<file path="src/rtl/ram_lsu_if.sv">
// ram_lsu_if: CPU request/response and data-RAM port bundle for the load/store unit.
interface ram_lsu_if #(
    parameter int AW = 18
);
    logic          req_valid;
    logic          req_ready;
    logic          req_we;
    logic [1:0]    req_size;
    logic          req_unsigned;
    logic [AW-1:0] req_addr;
    logic [31:0]   req_wdata;
    logic          rsp_valid;
    logic          rsp_err;
    logic [31:0]   rsp_data;
    logic          ram_wen;
    logic          ram_ren;
    logic [1:0]    ram_ben;
    logic [AW-3:0] ram_waddr;
    logic [AW-3:0] ram_raddr;
    logic [31:0]   ram_wdata;
    logic [31:0]   ram_rdata;
    modport master (
        output req_valid, req_we, req_size, req_unsigned, req_addr, req_wdata, ram_rdata,
        input  req_ready, rsp_valid, rsp_err, rsp_data,
        input  ram_wen, ram_ren, ram_ben, ram_waddr, ram_raddr, ram_wdata
    );
    modport slave (
        input  req_valid, req_we, req_size, req_unsigned, req_addr, req_wdata, ram_rdata,
        output req_ready, rsp_valid, rsp_err, rsp_data,
        output ram_wen, ram_ren, ram_ben, ram_waddr, ram_raddr, ram_wdata
    );
endinterface

</file>
<file path="src/rtl/ram_lsu.sv">
// ram_lsu: byte-addressed load/store front end for a word RAM whose byte offset writes the whole upper tail.
// Sub-word stores that would clobber higher bytes are done as read-modify-write.
module ram_lsu #(
    parameter int AW = 18
) (
    input  logic     clk,
    input  logic     rst,
    ram_lsu_if.slave bus
);
    typedef enum logic [2:0] {IDLE, RD, RD_DATA, WR, RESP} state_t;
    state_t      state;
    logic        we;
    logic        uns;
    logic [1:0]  size;
    logic [1:0]  off;
    logic [1:0]  off_in;
    logic [15:0] wd;
    logic        mis;
    logic        direct;
    logic [4:0]  sh;
    logic [7:0]  lb;
    logic [15:0] lh;
    logic [31:0] ld;
    logic [31:0] mrg;
    logic [31:0] dwd;
    always_comb begin
        off_in = bus.req_addr[1:0];
        mis    = (bus.req_size == 2'b11) | (bus.req_size == 2'b01 & off_in[0]) |
                 (bus.req_size == 2'b10 & off_in != 2'b00);
        // only stores reaching the top of the word can use the tail-write directly
        direct = (bus.req_size == 2'b10) | (bus.req_size == 2'b00 & off_in == 2'b11) |
                 (bus.req_size == 2'b01 & off_in == 2'b10);
        dwd    = bus.req_size == 2'b00 ? {24'h0, bus.req_wdata[7:0]} :
                 bus.req_size == 2'b01 ? {16'h0, bus.req_wdata[15:0]} : bus.req_wdata;
        sh     = {off, 3'b000};
        lb     = bus.ram_rdata[sh +: 8];
        lh     = off[1] ? bus.ram_rdata[31:16] : bus.ram_rdata[15:0];
        ld     = size == 2'b00 ? {{24{~uns & lb[7]}}, lb} :
                 size == 2'b01 ? {{16{~uns & lh[15]}}, lh} : bus.ram_rdata;
        mrg    = size == 2'b00 ? (bus.ram_rdata & ~(32'hFF << sh)) | ({24'h0, wd[7:0]} << sh) :
                 {bus.ram_rdata[31:16], wd};
    end
    assign bus.req_ready = (state == IDLE) & ~rst;
    always_ff @(posedge clk or posedge rst) begin
        if (rst) begin
            state         <= IDLE;
            we            <= 1'b0;
            uns           <= 1'b0;
            size          <= 2'b00;
            off           <= 2'b00;
            wd            <= 16'h0;
            bus.rsp_valid <= 1'b0;
            bus.rsp_err   <= 1'b0;
            bus.rsp_data  <= 32'h0;
            bus.ram_wen   <= 1'b0;
            bus.ram_ren   <= 1'b0;
            bus.ram_ben   <= 2'b00;
            bus.ram_waddr <= '0;
            bus.ram_raddr <= '0;
            bus.ram_wdata <= 32'h0;
        end else begin
            bus.ram_wen   <= 1'b0;
            bus.ram_ren   <= 1'b0;
            bus.rsp_valid <= 1'b0;
            case (state)
                IDLE: if (bus.req_valid) begin
                    we            <= bus.req_we;
                    uns           <= bus.req_unsigned;
                    size          <= bus.req_size;
                    off           <= off_in;
                    wd            <= bus.req_wdata[15:0];
                    bus.ram_raddr <= bus.req_addr[AW-1:2];
                    bus.ram_waddr <= bus.req_addr[AW-1:2];
                    bus.rsp_err   <= 1'b0;
                    bus.rsp_data  <= 32'h0;
                    if (mis) begin
                        state         <= RESP;
                        bus.rsp_valid <= 1'b1;
                        bus.rsp_err   <= 1'b1;
                    end else if (bus.req_we & direct) begin
                        state         <= WR;
                        bus.ram_wen   <= 1'b1;
                        bus.ram_ben   <= off_in;
                        bus.ram_wdata <= dwd;
                    end else begin
                        state       <= RD;
                        bus.ram_ren <= 1'b1;
                    end
                end
                RD: state <= RD_DATA;
                RD_DATA: if (we) begin
                    state         <= WR;
                    bus.ram_wen   <= 1'b1;
                    bus.ram_ben   <= 2'b00;
                    bus.ram_wdata <= mrg;
                end else begin
                    state         <= RESP;
                    bus.rsp_valid <= 1'b1;
                    bus.rsp_data  <= ld;
                end
                WR: begin
                    state         <= RESP;
                    bus.rsp_valid <= 1'b1;
                end
                default: state <= IDLE;
            endcase
        end
    end
endmodule

</file>
<file path="src/flat_wrapper.sv">
// flat-port wrapper written by rule: the top's interface ports become plain ports
module ram_lsu_flat 
#(
    parameter int AW = 18
)
  (clk, rst, bus_req_valid, bus_req_we, bus_req_size, bus_req_unsigned, bus_req_addr, bus_req_wdata, bus_ram_rdata, bus_req_ready, bus_rsp_valid, bus_rsp_err, bus_rsp_data, bus_ram_wen, bus_ram_ren, bus_ram_ben, bus_ram_waddr, bus_ram_raddr, bus_ram_wdata);
  ram_lsu_if #(.AW(AW)) bus_i ();
  input  logic clk;
  input  logic rst;
  input wire logic [$bits(bus_i.req_valid)-1:0] bus_req_valid;
  input wire logic [$bits(bus_i.req_we)-1:0] bus_req_we;
  input wire logic [$bits(bus_i.req_size)-1:0] bus_req_size;
  input wire logic [$bits(bus_i.req_unsigned)-1:0] bus_req_unsigned;
  input wire logic [$bits(bus_i.req_addr)-1:0] bus_req_addr;
  input wire logic [$bits(bus_i.req_wdata)-1:0] bus_req_wdata;
  input wire logic [$bits(bus_i.ram_rdata)-1:0] bus_ram_rdata;
  output wire logic [$bits(bus_i.req_ready)-1:0] bus_req_ready;
  output wire logic [$bits(bus_i.rsp_valid)-1:0] bus_rsp_valid;
  output wire logic [$bits(bus_i.rsp_err)-1:0] bus_rsp_err;
  output wire logic [$bits(bus_i.rsp_data)-1:0] bus_rsp_data;
  output wire logic [$bits(bus_i.ram_wen)-1:0] bus_ram_wen;
  output wire logic [$bits(bus_i.ram_ren)-1:0] bus_ram_ren;
  output wire logic [$bits(bus_i.ram_ben)-1:0] bus_ram_ben;
  output wire logic [$bits(bus_i.ram_waddr)-1:0] bus_ram_waddr;
  output wire logic [$bits(bus_i.ram_raddr)-1:0] bus_ram_raddr;
  output wire logic [$bits(bus_i.ram_wdata)-1:0] bus_ram_wdata;
  assign bus_i.req_valid = bus_req_valid;
  assign bus_i.req_we = bus_req_we;
  assign bus_i.req_size = bus_req_size;
  assign bus_i.req_unsigned = bus_req_unsigned;
  assign bus_i.req_addr = bus_req_addr;
  assign bus_i.req_wdata = bus_req_wdata;
  assign bus_i.ram_rdata = bus_ram_rdata;
  assign bus_req_ready = bus_i.req_ready;
  assign bus_rsp_valid = bus_i.rsp_valid;
  assign bus_rsp_err = bus_i.rsp_err;
  assign bus_rsp_data = bus_i.rsp_data;
  assign bus_ram_wen = bus_i.ram_wen;
  assign bus_ram_ren = bus_i.ram_ren;
  assign bus_ram_ben = bus_i.ram_ben;
  assign bus_ram_waddr = bus_i.ram_waddr;
  assign bus_ram_raddr = bus_i.ram_raddr;
  assign bus_ram_wdata = bus_i.ram_wdata;
  ram_lsu #(.AW(AW)) u_core (.clk(clk), .rst(rst), .bus(bus_i));
endmodule
</file>
<file path="config.mk">
export PLATFORM = sky130hd
export DESIGN_NAME = ram_lsu_flat
export DESIGN_NICKNAME = d
export VERILOG_FILES = /design/src/rtl/ram_lsu_if.sv /design/src/rtl/ram_lsu.sv /design/src/flat_wrapper.sv
export SDC_FILE = /design/constraint.sdc
export NUM_CORES = 1
export LEC_CHECK = 0
export CORE_ASPECT_RATIO = 0.9
export CORE_MARGIN = 1
export CORE_UTILIZATION = 35
export CTS_CLUSTER_SIZE = 16
export DETAILED_ROUTE_END_ITERATION = 10
export GPL_ROUTABILITY_DRIVEN = 0
export PLACE_DENSITY = 0.66
export SLEW_MARGIN = 40
export SYNTH_ARGS = -nofsm -noshare
export SYNTH_HDL_FRONTEND = slang
export SYNTH_SLANG_ARGS = --single-unit
</file>
<file path="constraint.sdc">
create_clock -name clk -period 3.89 [get_ports clk]
set_input_delay 0.778 -clock clk [delete_from_list [all_inputs] [get_ports clk]]
set_output_delay 0.778 -clock clk [all_outputs]
set_load 0.005 [all_outputs]
</file>
==> results.yml, run 1 <==
pwr:
  power.density_nw_per_um2: 761.7
  ir_drop_mv: 0.3593
  p_total_uw: 6112
  p_leak_uw: 0.003436
clock_network:
  clk_path_buf_depth: 2
  clkTransAtPathRegs_ps: 70
  htreeDepth: 3
  hold_buffers: 0
  cts_buffers: 9
  cts_tree: "done"
  worstSkewPairLatency_ps: 360
  cts_resized: 0
  postCtsSetupBuffers: 0
  cts_sinks: 111
  cts_root_buf: "clkbuf_16"
die:
  die_x_um: 137.1
  ios: 192
  die_h_um: 123.6
  die_area_um2: 16940
  placement_rows: 44
  start_util: 0.3576
  coreArea_um2: 16080
setup_path:
  crit_chain: "clkdlybuf4s50_1, nor4_1, clkdlybuf4s50_1"
  slowest_stage: "clkdlybuf4s50_1"
  worstPathRequired_ps: 3110
  cp_common_cell: "clkdlybuf4s50_1"
  cpPeakStageDelay_ps: 560
  worstPathMaxFanout: 2
  crit_type: "input pin to output port"
  cp-end-kind: "output port"
  critPathArrivalTime_ps: 2040
  cp-start-kind: "input pin"
placement:
  dp_hpwl_mm: 13.40
  io_buffers: 191
  post-place-ws_ps: 906.9
routing:
  wl_per_cell_um: 18.39
  first_pass_iters: 5
  vias: 5041
  vias_per_cell: 5.181
  drt_iter0_markers: 346
  remaining_drc_errors: 0
  wl_mm: 17.89
  antenna_left: 0
cells_and_area:
  ff_latch_area_um2: 2779
  final_nets: 850
  drive_gt1_frac: 0.1005
  utilization: 0.4992
  multi_input_area_um2: 2633
  antenna_cells: 0
  n_fill_cell: 1484
  syn_to_final_growth_pct: 39.62
synthesis:
  synth.avg_cell_area_um2: 9.501
  netlist-cell-type-count: 50
  postSynthCellCount: 605
  ys_seq_area_frac: 0.4832
  synth_common_cells: "nand2_1 (141), dfrtp_1 (111), o21ai_0 (57)"
  synth-main-ff-cell: "dfrtp_1"
  synth_area_leaders: "dfrtp_1 (48%), nand2_1 (9.2%), mux2i_1 (5.9%)"
  yosysMostFrequentCell: "nand2_1"
  yosysTopAreaCell: "dfrtp_1"
  synth_edf_count: 0
  async_flop_share: 1.000
  synth.ff_latch_count: 111
  netlist.area_leader.share: 0.4832
  syn-cell-area_um2: 5748
  yosys_warnings: 0
  synth_fp_nets: 694
global_routing:
  antenna_found_initial: 0
  grt_pass1_vias: 4950
  grt_start_max_net_pins: 54
  grt_use_total: 0.2154
  overflow: 0
  grt_pass1_wl_mm: 27.18
sta:
  timing_worst_slew_pin_value_ps: 630.0
  rsz0062_at_grt: "false"
  finalHoldViolCount: 0
  min_period_over_period: 0.7257
  maxSlewViolCount: 0
  worst_slack_ps: 1067
  fmax_mhz: 354.2
  finalCriticalPeriod_ps: 2823
  setup-tns-final_ps: 0
  skew_ps: 13.64
  max_slew_margin: 0.5800
  setup_violations: 0
hold_path:
  hold_path_class: "flip-flop to flip-flop"
status:
  status: "finished clean"
job:
  cap_violations: 0
-- sequential cells by signal, summed over array words and instances, names as in the netlist, 2 cells and up --
| name | cells |
|---|---|
| u_core.bus.ram_ben | 2 |
| u_core.off | 2 |
| u_core.state | 3 |
| u_core.wd | 16 |
| u_core.size | 2 |
| u_core.bus.rsp_data | 32 |
| u_core.bus.ram_waddr | 16 |
| u_core.bus.ram_wdata | 32 |
-- worst max-delay path: cells and delay by family --
family,cells,cell delay [ps]
buffers and inverters,2,1020
AND/OR/NAND/NOR,1,240
-- layout make-up --
| class | count | area share |
|---|---|---|
| flip-flops and latches | 111 | 0.3463 |
| well taps | 207 | 0.03227 |
| multi-input cells | 426 | 0.3280 |
| inverters | 5 | 0.002650 |
| repair buffers | 208 | 0.2562 |
| clock inverters | 4 | 0.003898 |
| clock buffers | 12 | 0.03071 |
-- stage by stage --
stage | cells | cell area (um^2) | hold slack (ps)
after global routing | 973 | 8025 | 489.8
after global placement | 956 | 7735 | 452.4
after CTS | 973 | 8025 | 474.9
final | 973 | 8025 | 472.5
after floorplan | 605 | 5748 | 440.4
after detailed placement | 957 | 7747 | 457.5
-- cells in the final DEF (no fill, tap or decap), types with 2 or more instances in the layout --
master / count
nand2b_1: 4
or2_2: 3
o21ai_0: 56
a221o_1: 7
a2bb2oi_1: 7
a21oi_1: 4
clkdlybuf4s50_1: 191
a31oi_1: 8
a32o_1: 2
o2bb2ai_1: 8
mux2_1: 2
clkbuf_16: 9
and2_1: 8
nand2_1: 141
and3b_1: 8
a22o_1: 6
mux2i_1: 34
dfrtp_1: 110
nor3_1: 2
a211oi_1: 8
clkinvlp_4: 3
nand3_1: 24
inv_1: 3
buf_4: 15
nor2_1: 30
clkbuf_1: 2
mux2_2: 30
o21ai_2: 2
o22ai_1: 8
nor2b_1: 5
-- path summary, 6_finish.rpt --
path / slack, ps / from / endpoint / depth (start not counted)
max in group asynchronous: 2330 / rst / u_core.bus.rsp_data[29]$_DFFE_PP0P_ / 3
min: 470 / u_core.wd[11]$_DFFE_PP0P_ / u_core.wd[11]$_DFFE_PP0P_ / 2
min reg2reg: 470 / u_core.wd[11]$_DFFE_PP0P_ / u_core.wd[11]$_DFFE_PP0P_ / 2
max reg2reg: 1560 / u_core.state[0]$_DFFE_PP0P_ / u_core.bus.ram_wdata[26]$_DFFE_PP0P_ / 6
max: 1070 / rst / bus_req_ready / 3
min in group asynchronous: 800 / rst / u_core.bus.ram_wdata[11]$_DFFE_PP0P_ / 2
-- power breakdown --
group	internal, uW	switching (uW)
Clock	454	424
Combinational	1670	1330
Sequential	1690	542
Total	3820	2290
-- logic make-up after synthesis --
logic type      count (synthesis)  synth area share
flops                         111            0.4832
simple gates                  236            0.1872
compound gates                124            0.1452
buf+inv                        68           0.06247
mux                            66            0.1219
-- routing by layer --
layer	share of wire	wire length, um	up-vias	track usage
met5	0	0	-	0
met4	0.013	235	0	0.05151
met3	0.085	1517	20	0.06227
met2	0.47	8431	193	0.3504
met1	0.43	7709	2435	0.2825
li1	-	-	2393	-
Power figures use the tool's default switching activity.
==> inputs of run 2 (changes only) <==
==> constraint.sdc (replaced) <==
create_clock -name clk -period 2.3 [get_ports clk]
set_input_delay 0.46 -clock clk [delete_from_list [all_inputs] [get_ports clk]]
set_output_delay 0.46 -clock clk [all_outputs]
set_load 0.005 [all_outputs]
==> run 2 against run 1 <==
  * Critical path depth down 1
  * Die area unchanged
  * Setup slack worse by 990 ps
  * Global-route usage about the same
  * Hold slack better by 2.5 ps
  * Clock skew down 6.6 ps
  * Largest cell class unchanged
  * Largest power group unchanged
  * Highest routed layer unchanged
==> results.yml, run 2 (synthesis gave the netlist of run 1 again) <==
setup_path:
  cp-start-kind: "flip-flop"
  crit_start: "u_core.state[0]$_DFFE_PP0P_"
  worstPathRequired_ps: 1840
  worstPathMaxFanout: 10
  crit_type: "flip-flop to output port"
  cp-end-kind: "output port"
  worstReg2RegStart: "u_core.off[0]$_DFFE_PP0P_"
  critPathArrivalTime_ps: 1760
cells_and_area:
  final_cell_mix: "clkdlybuf4s50_1 (191), nand2_1 (141), dfrtp_1 (110)"
  antenna_cells: 0
  n_fill_cell: 1481
  final_common_cell: "clkdlybuf4s50_1"
  reg.largest.list: "u_core.bus.ram_wdata: 32 flops, u_core.bus.rsp_data: 32 flops"
  drive_gt1_frac: 0.1145
  utilization: 0.5099
  final_nets: 861
  syn_to_final_growth_pct: 42.60
pwr:
  power.density_nw_per_um2: 1302
  ir_drop_mv: 0.5522
  comb_power_share: 0.495
  swShare: 0.3630
  p_seq_frac: 0.346
  p_switching_uw: 3876
  p_total_uw: 10680
  intPower_uw: 6800
  p_leak_uw: 0.003532
  pwr-share-clk: 0.160
routing:
  vias_per_cell: 5.215
  wl_mm: 17.91
  first_pass_iters: 5
  vias: 5132
  antenna_left: 0
  wl_per_cell_um: 18.20
  drt_iter0_markers: 424
  remaining_drc_errors: 0
die:
  die_x_um: 137.1
  die_h_um: 123.6
  placement_rows: 44
  start_util: 0.3576
  die_area_um2: 16940
  coreArea_um2: 16080
  ios: 192
job:
  cap_violations: 0
sta:
  fmax_mhz: 449.8
  min_period_over_period: 0.9667
  finalCriticalPeriod_ps: 2223
  rsz0062_at_grt: "false"
  max_slew_margin: 0.6119
  setup_violations: 0
  timing_worst_slew_pin_value_ps: 579.9
  skew_ps: 7.072
  maxSlewViolCount: 0
  setup-tns-final_ps: 0
  worst_slack_ps: 76.64
  finalHoldViolCount: 0
  fin_hold_ws_ps: 475.0
placement:
  io_buffers: 191
  post-place-ws_ps: 7.584
  dp_hpwl_mm: 13.55
clock_network:
  hold_buffers: 0
  postCtsSetupBuffers: 0
  cts_root_buf: "clkbuf_16"
  htreeDepth: 3
  cts_buffers: 9
  cts_sinks: 111
  cts_tree: "done"
  clk_path_buf_depth: 2
  worstSkewPairLatency_ps: 350
  clkTransAtPathRegs_ps: 70
global_routing:
  grt_pass1_vias: 4979
  antenna_found_initial: 0
  overflow: 0
  grt_use_total: 0.2158
  grt_start_max_net_pins: 58
  grt_pass1_wl_mm: 27.10
hold_path:
  hold_path_class: "flip-flop to flip-flop"
  hp-start: "u_core.wd[12]$_DFFE_PP0P_"
status:
  status: "finished clean"
-- run 2: power by group through the flow --
stage	Sequential [uW]	Combinational, uW	Clock (uW)
global placement	3670	5160	0
floorplan	3430	2940	0
detailed placement	3700	5300	0
global route	3810	5790	1810
finish	3690	5280	1710
CTS	3680	5320	1750
-- run 2: path summary, 6_finish.rpt --
kind / endpoint / slack (ps) / cells past startpoint
worst min register to register: u_core.wd[12]$_DFFE_PP0P_ / 480 / 2
worst max-delay path: bus_req_ready / 80 / 2
min in group asynchronous: u_core.wd[11]$_DFFE_PP0P_ / 610 / 3
max in group asynchronous: u_core.bus.rsp_data[21]$_DFFE_PP0P_ / 1420 / 3
worst min-delay path: u_core.wd[12]$_DFFE_PP0P_ / 480 / 2
worst max register to register: u_core.bus.rsp_data[14]$_DFFE_PP0P_ / 310 / 5
-- run 2: repair_timing --
| action | in CTS | in global routing |
|---|---|---|
| gates resized for setup | 2 | 0 |
| setup endpoints to repair | 1 | 0 |
| hold endpoints to repair | 0 | 0 |
-- run 2: worst max-delay path, stage by stage, from the launching register on --
cell             delay (ps)
dfrtp_2                 510
nor4_2                  350
clkdlybuf4s50_1         550
-- run 2: area by class of cell --
| type | instances | area [um^2] | share of cell area |
|---|---|---|---|
| Timing Repair Buffer | 219 | 2172 | 0.2650 |
| Inverter | 5 | 22.52 | 0.002748 |
| Sequential cell | 111 | 2779 | 0.3390 |
| Tap cell | 207 | 259.0 | 0.03160 |
| Multi-Input combinational cell | 426 | 2639 | 0.3219 |
| Clock inverter | 3 | 65.06 | 0.007938 |
| Clock buffer | 13 | 260.3 | 0.03175 |
-- run 2: routing by layer --
layer,part of all wire,track usage,up-vias
met5,0,0,-
met2,0.47,0.3548,219
met1,0.43,0.2823,2473
met4,0.017,0.05838,0
li1,-,-,2418
met3,0.084,0.05495,22
-- run 2: per-stage QoR --
step | area [um^2] | std cells
final | 8197 | 984
after CTS | 8197 | 984
after global placement | 7864 | 968
after floorplan | 5752 | 605
after global routing | 8197 | 984
after detailed placement | 7864 | 968
==> inputs of run 3 (changes only) <==
--- a/config.mk
+++ b/config.mk
@@ -5,14 +5,14 @@
 export SDC_FILE = /design/constraint.sdc
 export NUM_CORES = 1
 export LEC_CHECK = 0
-export CORE_ASPECT_RATIO = 0.9
+export CORE_ASPECT_RATIO = 2
 export CORE_MARGIN = 1
 export CORE_UTILIZATION = 35
 export CTS_CLUSTER_SIZE = 16
 export DETAILED_ROUTE_END_ITERATION = 10
 export GPL_ROUTABILITY_DRIVEN = 0
 export PLACE_DENSITY = 0.66
-export SLEW_MARGIN = 40
+export SLEW_MARGIN = 15
 export SYNTH_ARGS = -nofsm -noshare
 export SYNTH_HDL_FRONTEND = slang
 export SYNTH_SLANG_ARGS = --single-unit
==> run 3 against run 2 <==
  * Sequential cell count unchanged
  * Hold slack worse by 4.4 ps
  * Clock power down 14%
  * Critical path type unchanged
  * Largest cell class unchanged
  * Largest power group unchanged
==> results.yml, run 3 (synthesis gave the netlist of run 1 again) <==
status:
  status: "finished clean"
die:
  start_util: 0.3606
  ios: 192
  die_h_um: 183.2
  die_area_um2: 16970
  placement_rows: 65
  coreArea_um2: 15940
  die_x_um: 92.62
sta:
  maxSlewViolCount: 0
  fmax_mhz: 456.8
  timing_worst_slew_pin_value_ps: 610.9
  setup_violations: 0
  rsz0062_at_grt: "false"
  finalHoldViolCount: 0
  finalCriticalPeriod_ps: 2189
  worst_slack_ps: 110.7
  setup-tns-final_ps: 0
  min_period_over_period: 0.9519
  max_slew_margin: 0.5927
  skew_ps: 9.062
pwr:
  ir_drop_mv: 0.5644
  comb_power_share: 0.516
  p_switching_uw: 3997
  intPower_uw: 6546
  p_seq_frac: 0.344
  pwr-share-clk: 0.140
  swShare: 0.3791
  p_leak_uw: 0.003478
  power.density_nw_per_um2: 1301
setup_path:
  reg2reg_slack_ps: 220
  critPathArrivalTime_ps: 1730
  r2r-end: "u_core.bus.ram_wdata[12]$_DFFE_PP0P_"
  crit_type: "flip-flop to output port"
  cp-start-kind: "flip-flop"
  worstReg2RegStart: "u_core.size[0]$_DFFE_PP0P_"
  reg2reg_depth: 4
  worstPathRequired_ps: 1840
  worstPathMaxFanout: 9
  cp-end-kind: "output port"
placement:
  post-place-ws_ps: -32.78
  io_buffers: 191
  place_area_um2: 7831
  dp_hpwl_mm: 14.55
cells_and_area:
  final_nets: 856
  antenna_cells: 0
  syn_to_final_growth_pct: 40.97
  final_common_cell: "clkdlybuf4s50_1"
  stdcell_area_um2: 8103
  drive_gt1_frac: 0.1089
  final_cell_mix: "clkdlybuf4s50_1 (191), nand2_1 (141), dfrtp_1 (110)"
  reg.largest.list: "u_core.bus.ram_wdata: 32 flops, u_core.bus.rsp_data: 32 flops"
hold_path:
  whs_endpoint: "u_core.wd[12]$_DFFE_PP0P_"
  hp-start: "u_core.wd[12]$_DFFE_PP0P_"
  min_path_cells: 2
  hold_path_class: "flip-flop to flip-flop"
routing:
  remaining_drc_errors: 0
  wl_mm: 18.94
  first_pass_iters: 7
  antenna_left: 0
  drt_iter0_markers: 299
  vias_per_cell: 5.323
  vias: 5174
  wl_per_cell_um: 19.49
clock_network:
  cts_buffers: 9
  htreeDepth: 3
  cts_sinks: 111
  cts_root_buf: "clkbuf_16"
  cts_tree: "done"
  clk_path_buf_depth: 2
  clkTransAtPathRegs_ps: 80
  worstSkewPairLatency_ps: 350
  postCtsSetupBuffers: 0
global_routing:
  grt_start_max_net_pins: 112
  overflow: 0
  antenna_found_initial: 0
  grt_pass1_wl_mm: 29.17
  grt_use_total: 0.2281
  grt_pass1_vias: 5315
job:
  cap_violations: 0
run 3: changes by cell type in the layout (fill, tap and decap cells not counted), moves of 2 or more:
cell,delta
buf_4,-6
bufinv_16,-2
clkbuf_1,-2
clkbuf_8,-2
clkinvlp_4,+3
inv_6,+2
run 3: worst max path at each step:
stage / from / to / slack, ps
after CTS: u_core.state[2]$_DFFE_PP0P_ / bus_req_ready / 70
after floorplan: u_core.state[0]$_DFFE_PP0P_ / u_core.bus.ram_wdata[14]$_DFFE_PP0P_ / 390
after global routing: u_core.state[1]$_DFFE_PP0P_ / bus_req_ready / 30
after detailed placement: bus_req_size[0] / u_core.bus.ram_wdata[20]$_DFFE_PP0P_ / -30
after global placement: bus_req_size[0] / u_core.bus.ram_wdata[29]$_DFFE_PP0P_ / 60
final: u_core.state[1]$_DFFE_PP0P_ / bus_req_ready / 110
run 3: cell type report:
cell class | count | area, um^2
clock buffer | 9 | 225.2
clock inverter | 6 | 45.04
fill | 1519 | 7838
inverter | 5 | 22.52
multi-input combinational | 426 | 2633
sequential | 111 | 2779
tap | 201 | 251.5
timing repair buffer | 214 | 2147
run 3: worst max-delay path, stage by stage (launching register included):
cell             delay [ps]
dfrtp_1                 490
nor4_1                  330
clkdlybuf4s50_1         560
run 3: metal layers:
layer | up-vias | track usage | part of all wire
met2 | 194 | 0.4219 | 0.55
met5 | - | 0 | 0
met3 | 54 | 0.03607 | 0.044
met1 | 2523 | 0.2412 | 0.35
met4 | 0 | 0.1262 | 0.050
li1 | 2403 | - | -
run 3: power groups by stage:
| stage | registers (uW) | clock network (uW) | logic (uW) |
|---|---|---|---|
| after floorplan | 3430 | 0 | 2940 |
| after global placement | 3620 | 0 | 5350 |
| after detailed placement | 3660 | 0 | 5460 |
| after CTS | 3640 | 1490 | 5490 |
| after global routing | 3760 | 1590 | 5900 |
| final | 3630 | 1470 | 5440 |
run 3: timing repair:
action | CTS | global route
endpoints found under the setup margin | 0 | 1
resized for setup | 0 | 1
hold buffers | 0 | 0
run 3: through the flow:
step                      cells    util  total power, uW  hold WS (ps)
final                       972  0.5083            10540         470.6
after global routing        972  0.5083            11250         493.4
after CTS                   972  0.5082            10620         474.5
after detailed placement    957  0.4913             9128         457.0
after global placement      957  0.4913             8973         452.8
after floorplan             605       -             6375         440.4
